--- config.mk ---
export PLATFORM = sky130hd
export DESIGN_NAME = moving_avg_filter_flat
export DESIGN_NICKNAME = d
export VERILOG_FILES = /design/src/rtl/moving_avg_filter_if.sv /design/src/rtl/moving_avg_filter.sv /design/src/flat_wrapper.sv
export SDC_FILE = /design/constraint.sdc
export NUM_CORES = 1
export LEC_CHECK = 0
export ABC_AREA = 1
export BUFFER_PORTS_ARGS = -buffer_cell sky130_fd_sc_hd__buf_2
export CAP_MARGIN = 20
export CORE_ASPECT_RATIO = 1.1
export CORE_MARGIN = 3
export CORE_UTILIZATION = 42
export CTS_CLUSTER_SIZE = 14
export DETAILED_ROUTE_END_ITERATION = 10
export PLACE_DENSITY = 0.62
export REMOVE_ABC_BUFFERS = 1
export SLEW_MARGIN = 20
export SYNTH_ARGS = -nofsm -noshare
export SYNTH_HDL_FRONTEND = slang
export SYNTH_SLANG_ARGS = --single-unit
--- constraint.sdc ---
create_clock -name clk -period 5.47 [get_ports clk]
set_input_delay 0.547 -clock clk [delete_from_list [all_inputs] [get_ports clk]]
set_output_delay 0.547 -clock clk [all_outputs]
set_load 0.02 [all_outputs]
--- src/rtl/moving_avg_filter_if.sv ---
// Sample/control/result bundle between the ADC capture side and the moving-average filter.
// The master drives samples and control; the slave (the filter) drives the averaged result.
interface moving_avg_filter_if #(
    parameter int DW       = 14,
    parameter int NCH      = 2,
    parameter int LOG2_MAX = 4
);
    localparam int WSW = $clog2(LOG2_MAX + 1);

    logic                clr;
    logic [WSW-1:0]      win_sel;
    logic                in_valid;
    logic [NCH*DW-1:0]   in_data;
    logic                out_valid;
    logic [NCH*DW-1:0]   out_data;
    logic                primed;

    modport master (
        output clr, win_sel, in_valid, in_data,
        input  out_valid, out_data, primed
    );

    modport slave (
        input  clr, win_sel, in_valid, in_data,
        output out_valid, out_data, primed
    );
endinterface

--- src/rtl/moving_avg_filter.sv ---
// Multi-channel boxcar moving average with a per-channel circular delay line, run-time
// power-of-two window, rounded/saturated output and a primed flag. Two-stage pipeline.
module moving_avg_filter #(
    parameter int DW       = 14,
    parameter int NCH      = 2,
    parameter int LOG2_MAX = 4
) (
    input  logic                  clk,
    input  logic                  rst,
    moving_avg_filter_if.slave    bus
);
    localparam int WSW   = $clog2(LOG2_MAX + 1);
    localparam int AW    = DW + LOG2_MAX;
    localparam int AW1   = AW + 1;
    localparam int FW    = LOG2_MAX + 1;
    localparam int DEPTH = 1 << LOG2_MAX;
    localparam logic signed [AW:0] SAT_MAX = AW1'((1 << (DW - 1)) - 1);
    localparam logic signed [AW:0] SAT_MIN = -AW1'(1 << (DW - 1));

    logic [WSW-1:0]        win_clamp;
    logic [WSW-1:0]        win_reg;
    logic                  win_chg;
    logic                  flush;
    logic                  accept;
    logic [FW-1:0]         n_cur;
    logic [FW-1:0]         fill;
    logic [LOG2_MAX-1:0]   wp;
    logic [LOG2_MAX-1:0]   rd_idx;
    logic                  s1_valid;

    logic signed [DW-1:0]  mem      [NCH][DEPTH];
    logic signed [DW-1:0]  new_s    [NCH];
    logic signed [DW-1:0]  old_s    [NCH];
    logic signed [AW-1:0]  acc      [NCH];
    logic signed [AW-1:0]  acc_next [NCH];
    logic signed [AW:0]    rnd;
    logic signed [AW:0]    sum_r    [NCH];
    logic signed [AW:0]    shr      [NCH];
    logic signed [DW-1:0]  avg      [NCH];

    assign win_clamp = (bus.win_sel > WSW'(LOG2_MAX)) ? WSW'(LOG2_MAX) : bus.win_sel;
    assign win_chg   = (win_clamp != win_reg);
    assign flush     = bus.clr | win_chg;
    assign accept    = bus.in_valid & ~flush;
    assign n_cur     = FW'(1) << win_reg;
    // For the maximum window the truncated N is 0, so the oldest entry is the one about to be overwritten.
    assign rd_idx    = wp - n_cur[LOG2_MAX-1:0];

    always_comb begin
        for (int c = 0; c < NCH; c++) begin
            new_s[c]    = bus.in_data[c*DW +: DW];
            old_s[c]    = (fill < n_cur) ? '0 : mem[c][rd_idx];
            acc_next[c] = acc[c] + AW'(new_s[c]) - AW'(old_s[c]);
        end
    end

    always_ff @(posedge clk) begin
        if (accept) begin
            for (int c = 0; c < NCH; c++) begin
                mem[c][wp] <= new_s[c];
            end
        end
    end

    always_ff @(posedge clk or posedge rst) begin
        if (rst) begin
            win_reg  <= '0;
            wp       <= '0;
            fill     <= '0;
            s1_valid <= 1'b0;
            for (int c = 0; c < NCH; c++) begin
                acc[c] <= '0;
            end
        end else begin
            s1_valid <= accept;
            if (flush) begin
                win_reg <= win_clamp;
                wp      <= '0;
                fill    <= '0;
                for (int c = 0; c < NCH; c++) begin
                    acc[c] <= '0;
                end
            end else if (accept) begin
                wp <= wp + LOG2_MAX'(1);
                if (fill < n_cur) begin
                    fill <= fill + FW'(1);
                end
                for (int c = 0; c < NCH; c++) begin
                    acc[c] <= acc_next[c];
                end
            end
        end
    end

    always_comb begin
        rnd = (win_reg == '0) ? '0 : (AW1'(1) << (win_reg - WSW'(1)));
        for (int c = 0; c < NCH; c++) begin
            sum_r[c] = AW1'(acc[c]) + rnd;
            shr[c]   = sum_r[c] >>> win_reg;
            if (shr[c] > SAT_MAX) begin
                avg[c] = SAT_MAX[DW-1:0];
            end else if (shr[c] < SAT_MIN) begin
                avg[c] = SAT_MIN[DW-1:0];
            end else begin
                avg[c] = shr[c][DW-1:0];
            end
        end
    end

    // fill here already reflects the sample in stage 2, so fill == N marks the N-th output.
    always_ff @(posedge clk or posedge rst) begin
        if (rst) begin
            bus.out_valid <= 1'b0;
            bus.out_data  <= '0;
            bus.primed    <= 1'b0;
        end else if (flush) begin
            bus.out_valid <= 1'b0;
            bus.out_data  <= '0;
            bus.primed    <= 1'b0;
        end else begin
            bus.out_valid <= s1_valid;
            if (s1_valid) begin
                for (int c = 0; c < NCH; c++) begin
                    bus.out_data[c*DW +: DW] <= avg[c];
                end
                bus.primed <= (fill == n_cur);
            end
        end
    end
endmodule

--- src/flat_wrapper.sv ---
// flat-port wrapper written by rule: the top's interface ports become plain ports
module moving_avg_filter_flat 
#(
    parameter int DW       = 14,
    parameter int NCH      = 2,
    parameter int LOG2_MAX = 4
)
  (clk, rst, bus_clr, bus_win_sel, bus_in_valid, bus_in_data, bus_out_valid, bus_out_data, bus_primed);
  moving_avg_filter_if #(.DW(DW), .NCH(NCH), .LOG2_MAX(LOG2_MAX)) bus_i ();
  input  logic clk;
  input  logic rst;
  input wire logic [$bits(bus_i.clr)-1:0] bus_clr;
  input wire logic [$bits(bus_i.win_sel)-1:0] bus_win_sel;
  input wire logic [$bits(bus_i.in_valid)-1:0] bus_in_valid;
  input wire logic [$bits(bus_i.in_data)-1:0] bus_in_data;
  output wire logic [$bits(bus_i.out_valid)-1:0] bus_out_valid;
  output wire logic [$bits(bus_i.out_data)-1:0] bus_out_data;
  output wire logic [$bits(bus_i.primed)-1:0] bus_primed;
  assign bus_i.clr = bus_clr;
  assign bus_i.win_sel = bus_win_sel;
  assign bus_i.in_valid = bus_in_valid;
  assign bus_i.in_data = bus_in_data;
  assign bus_out_valid = bus_i.out_valid;
  assign bus_out_data = bus_i.out_data;
  assign bus_primed = bus_i.primed;
  moving_avg_filter #(.DW(DW), .NCH(NCH), .LOG2_MAX(LOG2_MAX)) u_core (.clk(clk), .rst(rst), .bus(bus_i));
endmodule
==> flow_summary.yaml <==
synthesis:
  ys_dominant_reg_cell: "edfxtp_1"
  syn_inst: 2629
  ys_ff_latch: 527
  synth_cell_type_count: 54
  syn_avg_cell_area_um2: 10.0
  async_flop_share_pct: 15.0
  yosysSeqAreaShare_pct: 58.7
  syn_area_um2: 26300
  synth-warning-count: 0
  synth_edf_count: 448
layout:
  largest_reg_flops: 448
  final_nets: 2893
  area_growth_syn_to_layout_pct: 16.9
  regMostFlops: "u_core.mem"
  top_regs: "u_core.mem x448, u_core.acc x36, u_core.bus.out_data x28"
  ff_latch_area_um2: 15400
  multi_input_area_um2: 9950
  instances_no_fill: 3625
  fill_cells: 5574
  drive_gt1_share_pct: 14.5
sta:
  fmax_mhz: 189
  fin_crit_sh_pct: 96.6
  holdWs_ps: 93.7
  final.min_clock_period_ps: 5290
  finClkSkew_ps: 50.4
  setup_viol: 0
  final_hold_viol_count: 0
  worst_pin_slew_ps: 1030
  drv_slew: 0
  max-slew-margin-rel_pct: 30.9
  rsz0062_at_grt: "true"
clocking:
  cts-buffers-inserted: 53
  clock_sinks: 527
  cts_tree: "yes"
  htree_num_levels: 2
  root_buffer: "clkbuf_16"
  clock_latency_ps: 630
  clk_path_buf_depth: 3
  clkSlewWorstSetupHoldPaths_ps: 70
worst_setup_path:
  worstPathArrival_ps: 5810
  worstSetupStartpointType: "register"
  crit_path_frequent_cell: "inv_1"
  crit_required_ps: 5990
  reg2regPathDepth: 32
  critical_path_class: "reg2reg"
  r2r_end: "u_core.acc[16]"
  cp_slowest_cell: "fa_4"
  path_max_fanout: 25
  end_kind: "register"
  r2r_setup_slack_ps: 180
  r2r-start: "u_core.win_reg[0]"
  cpPeakStageDelay_ps: 940
route:
  drt-pass1-iter-count: 5
  ant_nets: 0
  wl_per_cell_um: 19.0
  vias: 19700
  wl_mm: 68.8
  drc: 0
  routed_via_density: 5.42
  drt_iter0_drc: 1652
placement:
  place.gp.congestion: 0.889
  port_buffers: 64
  post-dp-hpwl_mm: 43.5
  placed_cells: 3501
pwr:
  p_int_mw: 7.38
  p_sw_mw: 2.99
  power_leakage_nw: 12.1
  p_per_area_nw_per_um2: 337
  swShare_pct: 28.8
  seq_power_share_pct: 42.5
  ir_drop_v: 0.000263
  pwr-share-comb_pct: 22.1
  p_clk_share_pct: 35.4
global_routing:
  grt_pass1_wl_mm: 106
  grt_max_degree: 93
  grt_antenna_before_repair: 3
  grt_pass1_vias: 19000
  overflow: 0
  grt_usage_pct: 20.5
status:
  outcome: "complete, no violations"
floorplan:
  start_util_pct: 42.7
  fp.coreArea_um2: 61600
  die_h_um: 268
  dieArea_um2: 65600
  die_w_um: 245
  io_pins: 65
  rows: 95
run:
  drv_cap: 0
min_path:
  min_from: "bus_win_sel[2]"
  min_path_cells: 1
  min_path_type: "in2reg"
  hold-path-endpoint: "u_core.win_reg[2]"
power groups by stage:
stage | registers (mW) | logic (mW) | clock network [mW]
2_1_floorplan | 4.50 | 1.35 | 0
3_3_place_gp | 4.49 | 1.98 | 0
3_5_place_dp | 4.49 | 2.02 | 0
4_1_cts | 4.41 | 2.05 | 3.73
5_1_grt | 4.41 | 2.55 | 3.89
6_report | 4.41 | 2.29 | 3.67
worst max-delay path, delay by kind of cell, from the launching register on:
kind                       cells  cell delay, ps
AOI/OAI and AO/OA              9            1140
adders and majority gates      5            1780
buffers and inverters          8             780
DFF                            1             450
and+or+nand+nor               10            1000
worst max path at each step:
| stage | from | to | slack, ps |
|---|---|---|---|
| final | u_core.win_reg[0] | u_core.acc[16] | 180 |
| after detailed placement | u_core.win_reg[1] | u_core.acc[16] | -200 |
| after floorplan | u_core.win_reg[1] | u_core.acc[33] | -5650 |
| after global routing | u_core.win_reg[0] | u_core.acc[16] | -70 |
| after CTS | u_core.win_reg[1] | u_core.acc[16] | 6 |
| after global placement | u_core.win_reg[0] | u_core.acc[17] | -40 |
per-stage QoR:
stage | power (mW) | cell area (um^2) | utilization (%) | TNS (ps) | setup slack (ps)
after floorplan | 5.84 | 25800 | - | -180960 | -5650
after global placement | 6.47 | 28300 | 46.0 | -78.0 | -40.2
after detailed placement | 6.51 | 28300 | 46.0 | -1140 | -200
after CTS | 10.2 | 30100 | 49.0 | 0 | 6.09
after global routing | 10.8 | 30700 | 49.9 | -155 | -72.8
final | 10.4 | 30700 | 49.9 | 0 | 184
routing by layer:
metal | wire, um | vias to the layer above | global-route usage, %
met3 | 4240 | 133 | 2.75
li1 | - | 9363 | -
met5 | 27 | - | 0
met4 | 1940 | 4 | 6.26
met2 | 32400 | 672 | 34.2
met1 | 30200 | 9478 | 28.1
cell usage in the layout, fill, tap and decap left out, types with 5 or more instances in the layout:
cell	instances
ha_4	9
inv_2	11
a32oi_1	54
o21ai_1	20
or2_2	6
a32o_1	55
xor2_1	25
bufinv_16	6
nand3_1	140
nand2_2	17
a21oi_1	167
nor3_1	9
clkbuf_1	11
buf_12	16
clkinv_2	9
o21ai_2	8
inv_1	211
xnor2_1	9
nor2_1	59
buf_2	64
nand4_1	14
o21ai_0	114
nor2_4	18
o22ai_1	20
dfrtp_1	77
ha_1	55
o31ai_1	5
nor4_1	5
a21oi_2	20
clkinv_1	11
nand3_2	6
buf_4	113
nand2_1	821
edfxtp_1	448
clkbuf_16	57
fa_1	34
cells by family (layout without fill, tap and decap cells):
logic type / count (synthesis) / count (layout) / synth area share (%)
and+or+nand+nor: 1110 / 1110 / 17.2
DFF: 527 / 527 / 58.7
buffers and inverters: 360 / 530 / 5.28
xor gates and xnor gates: 36 / 36 / 1.23
AOI/OAI and AO/OA: 493 / 493 / 11.7
other: 1 / 3 / 0.0143
adders and majority gates: 102 / 102 / 5.91
synth_stat cells (4+ instances only):
library cell  number  share of area, %
edfxtp_1         448                51
o22ai_1           20              0.48
fa_1              37               2.8
nand2_2           11              0.26
nor3_1            11              0.21
nand3_2            4              0.15
nor4_1             5              0.12
xnor2_1           10              0.33
a21oi_1          190               3.6
ha_1              65               3.1
nand4_1           14              0.33
nand2_1          827                12
xor2_1            25              0.83
inv_2              6             0.086
a32oi_1           54               1.8
o31ai_1            5              0.14
nand3_1          142               2.7
a32o_1            55               2.1
o21ai_0          136               2.6
or2_2              6              0.14
nor2_1            80               1.1
clkbuf_1         101               1.4
inv_1            219               3.1
buf_1             23              0.33
o32ai_1            4              0.13
dfrtp_1           79               7.5
buf_2              5             0.095
what timing repair did:
action                                 4_1_cts  5_1_grt
endpoints found under the hold margin        0        0
cloned                                       0        4
resized for setup                           10       94
pin swaps                                    1       26
setup endpoints to repair                   10       13
hold buffers                                 0        0
buffers inserted                             2       17
final cells by class:
cell class / count / area share (%)
clock inverter: 35 / 1.27
tap: 824 / 3.35
antenna: 1 / 0.00814
multi-input combinational: 1743 / 32.4
inverter: 226 / 2.80
sequential: 527 / 50.2
clock buffer: 64 / 4.45
timing repair buffer: 205 / 5.55
Power figures use the tool's default switching activity.
